$ cat src/rtl/ebox_mem_req_if.sv
`default_nettype none
// ============================================================================
// Module   : ebox_mem_req_if
// Purpose  : EBOX microcode control and mbox memory-port signals bundled for
//            the ebox_mem_req initiator.
// Revision : 1.0 - initial release
// ============================================================================
interface ebox_mem_req_if;
  // EBOX microcode control side
  logic        startRead;
  logic        startWrite;
  logic        startRPW;
  logic [22:0] vmaIn;
  logic        acRefIn;
  logic [35:0] wrData;
  logic        busy;
  logic [35:0] mb;
  logic        mbValid;
  logic        wrDone;
  logic        pageFail;
  logic        startErr;
  // mbox side
  logic [22:0] EBOX_VMA;
  logic        vmaACRef;
  logic        req;
  logic        read;
  logic        write;
  logic        PSE;
  logic [35:0] cacheDataWrite;
  logic [35:0] cacheDataRead;
  logic [10:0] pfDisp;

  modport master (
    input  startRead, startWrite, startRPW, vmaIn, acRefIn, wrData,
    input  cacheDataRead, pfDisp,
    output busy, mb, mbValid, wrDone, pageFail, startErr,
    output EBOX_VMA, vmaACRef, req, read, write, PSE, cacheDataWrite
  );

  modport slave (
    output startRead, startWrite, startRPW, vmaIn, acRefIn, wrData,
    output cacheDataRead, pfDisp,
    input  busy, mb, mbValid, wrDone, pageFail, startErr,
    input  EBOX_VMA, vmaACRef, req, read, write, PSE, cacheDataWrite
  );
endinterface
`default_nettype wire

$ cat src/rtl/ebox_mem_req.sv
`default_nettype none
// ============================================================================
// Module   : ebox_mem_req
// Purpose  : EBOX-side initiator for the mbox memory port; issues read, write
//            and read-pause-write cycles timed by fixed latency.
// Revision : 1.0 - initial release
// ============================================================================
module ebox_mem_req #(
  parameter int READ_LAT  = 1,
  parameter int WRITE_LAT = 1
) (
  input  logic           eboxClk,
  input  logic           eboxRstN,
  ebox_mem_req_if.master bus
);
  typedef enum logic [1:0] {
    IDLE    = 2'd0,
    RD_WAIT = 2'd1,
    PAUSE   = 2'd2,
    WR_WAIT = 2'd3
  } state_t;

  // The read count covers the strobe cycle too, so capture lands READ_LAT
  // cycles after the strobe and mbValid one cycle later.
  localparam logic [4:0] c_rd_load = 5'(READ_LAT + 1);
  localparam logic [4:0] c_wr_load = 5'(WRITE_LAT);

  state_t      r_state;
  logic [4:0]  r_cnt;
  logic        r_rpw;
  logic [35:0] r_mb;
  logic        r_mb_valid;
  logic        r_wr_done;
  logic        r_page_fail;
  logic        r_start_err;
  logic [22:0] r_vma;
  logic        r_ac_ref;
  logic        r_req;
  logic        r_read;
  logic        r_write;
  logic        r_pse;
  logic [35:0] r_cdw;

  logic w_busy;
  logic w_start_err;

  assign w_busy      = (r_state != IDLE) || r_req;
  assign w_start_err = w_busy && (bus.startRead || bus.startRPW ||
                                  (bus.startWrite && (r_state != PAUSE)));

  always_ff @(posedge eboxClk or negedge eboxRstN) begin
    if (!eboxRstN) begin
      r_state     <= IDLE;
      r_cnt       <= 5'd0;
      r_rpw       <= 1'b0;
      r_mb        <= 36'd0;
      r_mb_valid  <= 1'b0;
      r_wr_done   <= 1'b0;
      r_page_fail <= 1'b0;
      r_start_err <= 1'b0;
      r_vma       <= 23'd0;
      r_ac_ref    <= 1'b0;
      r_req       <= 1'b0;
      r_read      <= 1'b0;
      r_write     <= 1'b0;
      r_pse       <= 1'b0;
      r_cdw       <= 36'd0;
    end else begin
      r_req       <= 1'b0;
      r_read      <= 1'b0;
      r_write     <= 1'b0;
      r_mb_valid  <= 1'b0;
      r_wr_done   <= 1'b0;
      r_page_fail <= 1'b0;
      if (w_start_err) r_start_err <= 1'b1;

      case (r_state)
        IDLE: begin
          if (bus.startRPW || bus.startRead) begin
            r_vma    <= bus.vmaIn;
            r_ac_ref <= bus.acRefIn;
            r_req    <= 1'b1;
            r_read   <= 1'b1;
            r_pse    <= bus.startRPW;
            r_rpw    <= bus.startRPW;
            r_cnt    <= c_rd_load;
            r_state  <= RD_WAIT;
          end else if (bus.startWrite) begin
            r_vma    <= bus.vmaIn;
            r_ac_ref <= bus.acRefIn;
            r_cdw    <= bus.wrData;
            r_req    <= 1'b1;
            r_write  <= 1'b1;
            r_rpw    <= 1'b0;
            r_cnt    <= c_wr_load;
            r_state  <= WR_WAIT;
          end
        end
        RD_WAIT: begin
          r_cnt <= r_cnt - 5'd1;
          if (r_cnt == 5'd1) begin
            if (bus.pfDisp == 11'd0) begin
              r_mb       <= bus.cacheDataRead;
              r_mb_valid <= 1'b1;
              r_state    <= r_rpw ? PAUSE : IDLE;
            end else begin
              // A page fail abandons the whole RPW, so the pause ends here.
              r_page_fail <= 1'b1;
              r_pse       <= 1'b0;
              r_rpw       <= 1'b0;
              r_state     <= IDLE;
            end
          end
        end
        PAUSE: begin
          if (bus.startWrite) begin
            r_cdw   <= bus.wrData;
            r_req   <= 1'b1;
            r_write <= 1'b1;
            r_cnt   <= c_wr_load;
            r_state <= WR_WAIT;
          end
        end
        WR_WAIT: begin
          // First WR_WAIT cycle is the strobe cycle; PSE falls right after it.
          r_pse <= 1'b0;
          r_cnt <= r_cnt - 5'd1;
          if (r_cnt == 5'd1) begin
            r_wr_done <= 1'b1;
            r_rpw     <= 1'b0;
            r_state   <= IDLE;
          end
        end
        default: r_state <= IDLE;
      endcase
    end
  end

  assign bus.busy           = w_busy;
  assign bus.mb             = r_mb;
  assign bus.mbValid        = r_mb_valid;
  assign bus.wrDone         = r_wr_done;
  assign bus.pageFail       = r_page_fail;
  assign bus.startErr       = r_start_err;
  assign bus.EBOX_VMA       = r_vma;
  assign bus.vmaACRef       = r_ac_ref;
  assign bus.req            = r_req;
  assign bus.read           = r_read;
  assign bus.write          = r_write;
  assign bus.PSE            = r_pse;
  assign bus.cacheDataWrite = r_cdw;
endmodule
`default_nettype wire

$ cat src/flat_wrapper.sv
// flat-port wrapper written by rule: the top's interface ports become plain ports
module ebox_mem_req_flat 
#(
  parameter int READ_LAT  = 1,
  parameter int WRITE_LAT = 1
)
  (eboxClk, eboxRstN, bus_startRead, bus_startWrite, bus_startRPW, bus_vmaIn, bus_acRefIn, bus_wrData, bus_cacheDataRead, bus_pfDisp, bus_busy, bus_mb, bus_mbValid, bus_wrDone, bus_pageFail, bus_startErr, bus_EBOX_VMA, bus_vmaACRef, bus_req, bus_read, bus_write, bus_PSE, bus_cacheDataWrite);
  ebox_mem_req_if bus_i ();
  input  logic eboxClk;
  input  logic eboxRstN;
  input wire logic [$bits(bus_i.startRead)-1:0] bus_startRead;
  input wire logic [$bits(bus_i.startWrite)-1:0] bus_startWrite;
  input wire logic [$bits(bus_i.startRPW)-1:0] bus_startRPW;
  input wire logic [$bits(bus_i.vmaIn)-1:0] bus_vmaIn;
  input wire logic [$bits(bus_i.acRefIn)-1:0] bus_acRefIn;
  input wire logic [$bits(bus_i.wrData)-1:0] bus_wrData;
  input wire logic [$bits(bus_i.cacheDataRead)-1:0] bus_cacheDataRead;
  input wire logic [$bits(bus_i.pfDisp)-1:0] bus_pfDisp;
  output wire logic [$bits(bus_i.busy)-1:0] bus_busy;
  output wire logic [$bits(bus_i.mb)-1:0] bus_mb;
  output wire logic [$bits(bus_i.mbValid)-1:0] bus_mbValid;
  output wire logic [$bits(bus_i.wrDone)-1:0] bus_wrDone;
  output wire logic [$bits(bus_i.pageFail)-1:0] bus_pageFail;
  output wire logic [$bits(bus_i.startErr)-1:0] bus_startErr;
  output wire logic [$bits(bus_i.EBOX_VMA)-1:0] bus_EBOX_VMA;
  output wire logic [$bits(bus_i.vmaACRef)-1:0] bus_vmaACRef;
  output wire logic [$bits(bus_i.req)-1:0] bus_req;
  output wire logic [$bits(bus_i.read)-1:0] bus_read;
  output wire logic [$bits(bus_i.write)-1:0] bus_write;
  output wire logic [$bits(bus_i.PSE)-1:0] bus_PSE;
  output wire logic [$bits(bus_i.cacheDataWrite)-1:0] bus_cacheDataWrite;
  assign bus_i.startRead = bus_startRead;
  assign bus_i.startWrite = bus_startWrite;
  assign bus_i.startRPW = bus_startRPW;
  assign bus_i.vmaIn = bus_vmaIn;
  assign bus_i.acRefIn = bus_acRefIn;
  assign bus_i.wrData = bus_wrData;
  assign bus_i.cacheDataRead = bus_cacheDataRead;
  assign bus_i.pfDisp = bus_pfDisp;
  assign bus_busy = bus_i.busy;
  assign bus_mb = bus_i.mb;
  assign bus_mbValid = bus_i.mbValid;
  assign bus_wrDone = bus_i.wrDone;
  assign bus_pageFail = bus_i.pageFail;
  assign bus_startErr = bus_i.startErr;
  assign bus_EBOX_VMA = bus_i.EBOX_VMA;
  assign bus_vmaACRef = bus_i.vmaACRef;
  assign bus_req = bus_i.req;
  assign bus_read = bus_i.read;
  assign bus_write = bus_i.write;
  assign bus_PSE = bus_i.PSE;
  assign bus_cacheDataWrite = bus_i.cacheDataWrite;
  ebox_mem_req #(.READ_LAT(READ_LAT), .WRITE_LAT(WRITE_LAT)) u_core (.eboxClk(eboxClk), .eboxRstN(eboxRstN), .bus(bus_i));
endmodule
$ cat config.mk
export PLATFORM = sky130hd
export DESIGN_NAME = ebox_mem_req_flat
export DESIGN_NICKNAME = d
export VERILOG_FILES = /design/src/rtl/ebox_mem_req_if.sv /design/src/rtl/ebox_mem_req.sv /design/src/flat_wrapper.sv
export SDC_FILE = /design/constraint.sdc
export NUM_CORES = 1
export LEC_CHECK = 0
export CORE_MARGIN = 5
export CORE_UTILIZATION = 30
export DETAILED_ROUTE_END_ITERATION = 8
export GPL_TIMING_DRIVEN = 0
export SLEW_MARGIN = 20
export SYNTH_ARGS = -nofsm -noshare
export SYNTH_HDL_FRONTEND = slang
export SYNTH_SLANG_ARGS = --single-unit
$ cat constraint.sdc
create_clock -name eboxClk -period 2.68 [get_ports eboxClk]
set_input_delay 0.536 -clock eboxClk [delete_from_list [all_inputs] [get_ports eboxClk]]
set_output_delay 0.536 -clock eboxClk [all_outputs]
set_load 0.02 [all_outputs]
After elaboration in Yosys (flattened, before gate mapping):

Index checks and enable logic that the tools add are counted.

* output and inout bits: 105
* input bits: 112
* memories kept: 0
* register bits: 112
* logic and storage cells: 85
* bits in latches: 0
* RAM bits: 0
* bits in read-only memories: 0

* div/mod/pow operators: 0
* $lt $le $gt $ge: 0
* bitwise gates (word level): 0
* $add $sub $neg: 1
* shift operators: 0
* multiply operators: 0
* reduce and logical (&&, ||, !) cells: 18
* equality and inequality tests: 11
* multiplexer cells: 40

Operators by type and width (number)
* 36-bit two-way mux: 2
* 36-bit one-hot mux with 2 select lines: 1
* 23-bit two-way mux: 2
* 1-bit two-way mux: 21
* 5-bit one-hot mux with 3 select lines: 1
* 2-bit two-way mux: 6
* 11-bit zero test: 1
* 5-bit two-way mux: 2
* 2-bit one-hot mux with 4 select lines: 1
* 2-bit by 1-bit != test with 1-bit output, second input constant: 3
* 2-bit != test, second input constant: 3
* 1-bit one-hot mux with 3 select lines: 2
* 2-bit AND reduction: 3
* 2-bit nonzero test: 3
* 5-bit by 1-bit equality test with 1-bit output, second input constant: 1
* 5-bit AND reduction: 1
* 5-bit by 1-bit subtractor with 5-bit output, second input constant: 1
* 2-bit equality test, second input constant: 2
* 1-bit one-hot mux with 2 select lines: 2
* 4-bit AND reduction: 1
* 1-bit logical OR: 3
* 3-bit by 2-bit != test with 1-bit output, second input constant: 1
* 3-bit AND reduction: 1
* 3-bit nonzero test: 1
* 4 further kinds: 5

Longest topological paths before layout:

Gate-level depths: netlist (run 1).

* depth after elaboration: 4
* gate-level depth with buffers: 8
* mapped depth without buffers: 6

Worst setup path before layout (run 1):

Ideal clock, no wire load.

* path kind: input -> register
* from: input port bus_pfDisp[2]
* to: register u_core.r_mb[10], in the netlist u_core.bus.mb[10]
* stages on the path: 6
* setup slack: 0.783 ns
* required time: 2.553 ns
* setup time: 0.127 ns
* data arrival time: 1.770 ns
* buffers on the path: 2
* cells stage by stage: nor4_1 nand3_1 nor3_2 buf_6 buf_8 mux2_1

* word-level cells in the longest chain between the ends: 2

Ends and longest elaborated chain
* start, declared: line flat_wrapper.sv:18 `input wire logic [$bits(bus_i.pfDisp)-1:0] bus_pfDisp;`
* 11-bit zero test: line ebox_mem_req.sv:102 `if (bus.pfDisp == 11'd0) begin`
* 3-bit AND reduction (no line)
* end signal, assigned: line ebox_mem_req.sv:103 `r_mb <= bus.cacheDataRead;`
* end, declared: line ebox_mem_req.sv:31 `logic [35:0] r_mb;`

Every way passes these cells.
A chain may end at the register's enable or synchronous reset.

Worst setup path after layout (run 1):

* from: register u_core.r_state[1]
* to: output port bus_busy

* word-level cells in the longest chain between the ends: 2

Ends and longest elaborated chain
* start, declared: line ebox_mem_req.sv:28 `state_t r_state;`
* start signal, assigned: line ebox_mem_req.sv:105 `r_state <= r_rpw ? PAUSE : IDLE;`
* 2-bit nonzero test: line ebox_mem_req.sv:47 `assign w_busy = (r_state != IDLE) || r_req;`
* 1-bit logical OR: line ebox_mem_req.sv:47
* end, declared: line flat_wrapper.sv:19 `output wire logic [$bits(bus_i.busy)-1:0] bus_busy;`

Every way passes these cells.

==> results of run 1 <==
[report_power, final]
group	internal [mW]	total [mW]	switching (mW)	leakage, nW
clock	0.869	1.47	0.599	0.165
combinational	1.55	2.85	1.30	1.53
sequential	2.23	2.51	0.276	1.44
total	4.65	6.83	2.18	3.14
[state kept, by name (all words and copies together), names as in the netlist]
signal                     cells
u_core.bus.cacheDataWrite     36
u_core.bus.mb                 36
u_core.bus.EBOX_VMA           23
u_core.r_cnt                   5
u_core.r_state                 2
u_core.bus.PSE                 1
u_core.bus.mbValid             1
u_core.bus.pageFail            1
u_core.bus.read                1
u_core.bus.req                 1
u_core.bus.startErr            1
u_core.bus.vmaACRef            1
u_core.bus.wrDone              1
u_core.bus.write               1
u_core.r_rpw                   1
[kinds of logic after synthesis]
kind of cell,after synthesis
buffers and inverters,18
XOR/XNOR,3
multiplexers,97
AND/OR/NAND/NOR,27
AO/OA/AOI/OAI,19
adder cells (fa/ha/maj),2
flip-flops,112
[synthesized netlist by cell type, types with 2 or more instances]
cell type,count,share of area
sky130_fd_sc_hd__inv_1,5,0.0043
sky130_fd_sc_hd__nor3_1,4,0.0046
sky130_fd_sc_hd__xor2_1,2,0.0040
sky130_fd_sc_hd__nor3_2,2,0.0046
sky130_fd_sc_hd__buf_8,2,0.0069
sky130_fd_sc_hd__a21boi_0,2,0.0035
sky130_fd_sc_hd__dfrtp_1,112,0.65
sky130_fd_sc_hd__a21oi_1,3,0.0035
sky130_fd_sc_hd__o21ai_0,2,0.0023
sky130_fd_sc_hd__a22o_1,3,0.0061
sky130_fd_sc_hd__mux2_1,25,0.065
sky130_fd_sc_hd__nor4_1,2,0.0029
sky130_fd_sc_hd__nor2_1,7,0.0061
sky130_fd_sc_hd__mux2_2,71,0.18
sky130_fd_sc_hd__ha_1,2,0.0058
sky130_fd_sc_hd__buf_2,5,0.0058
sky130_fd_sc_hd__o21bai_1,3,0.0052
sky130_fd_sc_hd__nand2_1,5,0.0043
sky130_fd_sc_hd__clkbuf_1,4,0.0035
[metrics by stage]
stage	worst slack, ns	hold WS (ns)
2_1_floorplan	0.7826	0.2404
3_3_place_gp	-3.345	0.4669
6_report	0.1127	0.1108
3_5_place_dp	-0.1171	0.4726
4_1_cts	0.02019	0.1168
5_1_grt	0.03563	0.1401
[worst max-delay path: stages (launching register included)]
cell,delay (ns)
sky130_fd_sc_hd__dfrtp_1,0.36
sky130_fd_sc_hd__clkbuf_1,0.17
sky130_fd_sc_hd__clkbuf_2,0.22
sky130_fd_sc_hd__or3_1,0.39
sky130_fd_sc_hd__clkdlybuf4s50_1,0.55
[final cells by class]
class                      count  share of cell area
clock inverter                 5             0.01111
buffer                        13             0.01287
tap                          184             0.03245
sequential                   112              0.3951
timing repair buffer         217              0.3088
multi-input combinational    148              0.2014
clock buffer                  11             0.03563
inverter                       5            0.002646
[routing by layer]
metal	GRT usage	up-vias	routed length [microns]
li1	-	1434	-
met1	0.1562	1473	4477
met3	0.05035	22	1183
met5	0	-	0
met4	0.06601	0	357
met2	0.2037	139	5118
[final timing paths]
path	startpoint	endpoint	cells after the start	slack, ns
max	u_core.r_state[1]	bus_busy	4	0.11
min	eboxRstN	u_core.bus.wrDone	1	0.11
max reg2reg	u_core.r_cnt[1]	u_core.bus.mb[11]	8	0.61
min reg2reg	u_core.bus.mb[20]	u_core.bus.mb[20]	1	0.49
max in group asynchronous	eboxRstN	u_core.bus.mb[1]	2	1.88
min in group eboxClk	u_core.bus.mb[20]	u_core.bus.mb[20]	1	0.49
==> results.txt, run 1 <==
- Status: finished clean
* Most frequently used flop master after synthesis: sky130_fd_sc_hd__dfrtp_1
* Number of global-route vias before repair: 3339
- Wires add up to 11140 microns.
* Number of gates resized after CTS: 0
- Clock-pin slew was measured on the worst setup and hold paths at 0.07 ns.
* Least-Margin Pin Slew: 0.5090 ns
- Area of combinational cells with multiple inputs: 1429 sq um
* Worst-Skew Late Latency: around 0.35 ns
- Setup repair after global routing missed its margin: no
- Crit Path Category: register to output pin
- Type of the most critical hold path: input pin to async pin
- Most common library cell in the layout ignoring fill and taps: sky130_fd_sc_hd__clkdlybuf4s50_1
- Arrival time worst endpoint: 2.03 ns
- Max Cap Violations: 0
- Entering global routing, the biggest net connects 66 pins.
* Kind of end point of the critical path: output pin
- Global-route usage over all layers: 0.1301
- Counting along the longest clock path gives a buffer depth of 2.
- Combinational family with the most area after synthesis: multiplexers
* Die height: 130.3 microns
- Measured against its own limit, the worst slew margin works out to 0.6606.
- In this run the static leakage power is roughly 3.1 nW.
- Of the available clock period, the critical path in the final layout requires 0.9580.
- After technology mapping, the gate count stands at 278.
- Mapped Avg Cell Area: between 15 and 20 sq um
- The total area inside the core boundary comes to roughly 14000 sq um.
* # H-tree levels: 3
* Overall overflow remaining after global route: 0
- XOR/XNOR Fraction of Synth Area: 0.006055
- Clock Skews: 0.009127 ns
- Across the VDD grid, the largest voltage drop is 0.0005332 V.
- Post-detailed-placement cell area: ~6800 sq um
- Synth Area in Compound Gates: 0.03172
- From synthesis to final layout, the design area changed by 63.49%.
* Placed cell count: 679
- Number of buffers inserted by port buffering: 216
- Horiz. Die Dim: about 130 microns
- Pin placement for this block handled 217 I/O pins.
* Slew Viols, Final: 0
* TritonCTS Sinks: 112
- Power after layout: 6.826 mW
- For this design, the CTS-stage hold fixing added 0 buffers.
- Clock tree synthesis inserted a total of 9 buffers.
- Counting flops with a built-in enable in the synthesized netlist gives 0.
- The top cell types in the final layout, fill and taps aside, are sky130_fd_sc_hd__clkdlybuf4s50_1 (215), sky130_fd_sc_hd__dfrtp_1 (112), sky130_fd_sc_hd__mux2_2 (71).
- In the final timing run, aggregate negative setup slack is 0 ns.
* Iteration count of the initial detailed-routing pass: 4
- The layout has 1246 filler cells.
- # setup viols final: 0
* Utilization after layout: 0.4937
- Summing over every cut layer, the via total after detailed routing is 3068.
- YS warnings: 0
- Global-route wire length before repair: 17180 microns
* Remaining number of nets flagged by the antenna check after routing: 0
* Iteration-0 DRC count of the detailed router: 111
* Starting density of the core: 0.3020
- The congestion estimate from routability-driven global placement came to 0.7437.
- Power spread over the standard cell area amounts to 962.1 nW/um^2.
- Via count normalized by instance count: 4.414
* Critical path peak fanout: 10
* Hold Vio Cnt, Final: 0
* Post-synthesis net count: 392
* DRC violation count after routing: 0
- The die covers 16970 sq um.
* Part of the Yosys area used for sequential elements: 0.6459
- Number of nets in the layout: 620
- Once detailed placement completed, the half-perimeter wirelength came to 8639 microns.
- In the synthesized netlist the async set-or-reset flop fraction comes to 1.000.
- Standard-cell rows: 44
- Initial antenna violation count: 0
- Share of synthesized cell area in full adder, half adder and majority cells: 0.005767
- Once layout is done, the placed cells without fillers occupy 7094 sq um.
- Clock tree from TritonCTS: yes
- Final instance count without filler cells: about 700
- Storage element area: 2803 sq um
- Routed WL per cell: 16.02 microns
- Highest clock rate: 389.5 MHz
* Number of diodes added for antenna fixing: 0
* Kind of start point of the critical path: register
* Postcts setup bufs: 0
- Post-route minimum period: around 2.6 ns
- Clock Root Buffer: sky130_fd_sc_hd__clkbuf_16
* Mux share of post-synthesis cell area: 0.2514
* Critical Path RT: 2.14 ns
- Of the total synthesized cell area, the portion taken by AND, OR, NAND and NOR gates is 0.03431.
* FF+latch count, synth: 112
- Share of post-route cells with drive strength above 1: 0.2055
- Post-synthesis cell area: 4339 sq um
- Counting distinct cell types in the post-synthesis netlist gives 36.
(Power assumes the default switching activity.)
==> inputs of run 2 (changes only) <==
SKIP_CTS_REPAIR_TIMING = 1   (was unset)
==> results of run 2 <==
Final layout, timing and power as in run 1 (identical DEF).
==> inputs of run 3 (changes only) <==
GPL_TIMING_DRIVEN = unset   (was 0)
SKIP_CTS_REPAIR_TIMING = unset   (was 1)
==> run 3 against run 2 <==
Effect of this change: via count increased by 0.49%; sequential power about the same; sequential share of layout area increased by 0.26 points; critical path depth decreased by 2; hold slack improved by 0.074 ns; register-to-register slack improved by 0.04 ns; critical endpoint unchanged; largest cell class unchanged; largest power group unchanged.
==> results.txt, run 3 (same netlist as run 1, synthesis figures left out) <==
- The tree is rooted in a sky130_fd_sc_hd__clkbuf_16.
- Peak supply drop: between 0.0005 and 0.0006 V
- The final hold violation count came to 0.
- Cell area power density: 939.7 nW/um^2
- The core region is 14370 sq um.
- Of the cells placed in the final design, the portion with a size suffix greater than 1 is 0.2012.
- The count of nets left with antenna violations once routing finished came out at 0.
- Once placement completed, the tool counted placed cells totaling around 680.
* Setup repair after global routing missed its margin: no
- Postcts setup bufs: 0
- Flop pwr share: 0.383
- Starting density of the core: 0.3020
* Worst-Skew Late Latency: about 0.34 ns
* Clock network fraction of total power: 0.187
* Number of diodes added for antenna fixing: 0
- Final-layout fill cell count: around 1300
- Traced cell by cell, the critical path runs through or3_1 > clkdlybuf4s50_1.
- Along the worst path, the maximum fanout reaches 4.
- For the worst setup path, the data required time is 2.14 ns.
- Overall overflow remaining after global route: 0
* Commonest non-fill, non-tap cells in the layout: sky130_fd_sc_hd__clkdlybuf4s50_1 (215), sky130_fd_sc_hd__dfrtp_1 (112), sky130_fd_sc_hd__mux2_2 (71)
- Type of the most critical hold path: input pin to async pin
- Hold-fix buffer count after cts: 0
* Slew Viols, Final: 0
- After detailed routing, the average wire length per cell comes to 16.17 microns.
- In the final layout, the multi-input gates occupy 1449 sq um.
- Arrival time worst endpoint: 1.70 ns
* Global-route usage over all layers: 0.1342
- Horiz. Die Dim: 130.3 microns
* Portion of the clock cycle consumed by the worst path in the final layout: 0.8347
- Highest clock rate: 447.0 MHz
- Via count normalized by instance count: 4.462
* Vias after detailed routing: 3083
- Setup total negative slack on the finished layout was measured at 0 ns.
* Least-Margin Pin Slew: 1.078 ns
- The worst setup path is launched from a register.
* Initial antenna violation count: 0
- Iteration count of the initial detailed-routing pass: 4
* Number of gates resized after CTS: 0
- During placement, the flow inserted port buffers numbering 216.
* Buffers and inverters on the worst path: 1
- Logic depth of the worst path, buffers included: 2
- Worst Reg2Reg Path Length in Cells: 7
- Leaving out fill and tap cells, the most frequent cell in the layout is sky130_fd_sc_hd__clkdlybuf4s50_1.
- On the worst path, the slowest cell contributes a delay of 0.55 ns.
* Clock Skews: about 0.0074 ns
- Global-route wire length before repair: 17660 microns
- Max Cap Violations: 0
- Cell leakage power: 3.098 nW
- Entering global routing, the biggest net connects between 50 and 60 pins.
- The net count of the finished layout is 616.
- The via count of the first global-routing pass was 3489.
- The sequential cells in the finished layout cover a total of 2803 sq um.
- In this run, CTS created clock tree buffers numbering 9.
- The die covers 16970 sq um.
* Status: finished clean
- Relative to the synthesized area, the layout overhead comes to 62.43%.
- Measured along the y axis, the die boundary spans 130.3 microns.
- Net switching fraction of the power: 0.3289
- Iteration-0 DRC count of the detailed router: 98
- The cell family contributing the most delay on the critical path is buffers and inverters.
* Post-route minimum period: roughly 2.2 ns
* TritonCTS Sinks: 112
- HPWL reported at the end of detailed placement: 8665 microns
- Of the total power, combinational logic draws 0.430.
* Clock tree from TritonCTS: yes
- Relative slew margins: 0.2789
- Final hold slack: around 0.18 ns
- The critical path in this run is classified as register to output pin.
* Switching power: 2.178 mW
- After clock tree synthesis, the clock-pin slew on the worst setup and hold paths is 0.07 ns.
- At the end of routability-driven placement, the weighted congestion stood at 0.6977.
- # H-tree levels: 3
- # setup viols final: 0
* Standard-cell rows: 44
- I/O Pins: 217
- STA classifies the critical path endpoint as an output pin.
- For this run, the number of standard cells in the final layout without fillers is 691.
* Slowest-stage cell, CP: sky130_fd_sc_hd__clkdlybuf4s50_1
- Worst-case clock buffer depth: 2
- DRC violation count after routing: 0
- Internal cell power: 4.445 mW
* Final wirelength: 11170 microns
==> run 3: cell count changes in the layout (fill, tap and decap cells not counted), sizes merged <==
cell      change
clkbuf        -4
clkinv        -1
clkinvlp      +3
bufinv        -2
==> run 3: per-layer routing <==
| metal | part of all wire | routed length (microns) | up-vias | GRT usage |
|---|---|---|---|---|
| li1 | - | - | 1425 | - |
| met4 | 0.030 | 332 | 0 | 0.06174 |
| met3 | 0.10 | 1162 | 22 | 0.05444 |
| met2 | 0.48 | 5324 | 138 | 0.2257 |
| met5 | 0 | 0 | - | 0 |
| met1 | 0.39 | 4355 | 1498 | 0.1486 |
==> run 3: per-stage QoR <==
step	setup slack [ns]	power (mW)	area (sq um)	util
after floorplan	0.7826	4.008	4339	-
after global placement	0.1412	5.400	6773	0.4714
after detailed placement	0.1328	5.455	6773	0.4714
after CTS	0.4107	6.742	7048	0.4905
after global routing	0.3804	7.026	7048	0.4905
final	0.4431	6.623	7048	0.4905
==> run 3: final timing paths <==
path	start	end	slack, ns
setup / recovery	u_core.r_state[1]	bus_busy	0.44
hold / removal	eboxRstN	u_core.bus.mb[29]	0.18
setup reg to reg	u_core.r_cnt[1]	u_core.bus.mb[16]	0.65
hold reg to reg	u_core.bus.startErr	u_core.bus.startErr	0.48
max in group asynchronous	eboxRstN	u_core.bus.mb[9]	1.83
min in group eboxClk	u_core.bus.startErr	u_core.bus.startErr	0.48
==> run 3: cell type report <==
cell class | instances | share of cell area
Sequential cell | 112 | 0.3977
Timing Repair Buffer | 226 | 0.3224
Multi-Input combinational cell | 148 | 0.2056
Clock buffer | 11 | 0.03444
Tap cell | 184 | 0.03266
Clock inverter | 5 | 0.004616
Inverter | 5 | 0.002663
==> run 3: power by group through the flow <==
stage / sequential [mW] / clock (mW) / combinational [mW]
after floorplan: 3.12 / 0 / 0.889
final: 2.54 / 1.24 / 2.85
after CTS: 2.55 / 1.30 / 2.89
after global routing: 2.61 / 1.37 / 3.05
after global placement: 2.55 / 0 / 2.85
after detailed placement: 2.57 / 0 / 2.89
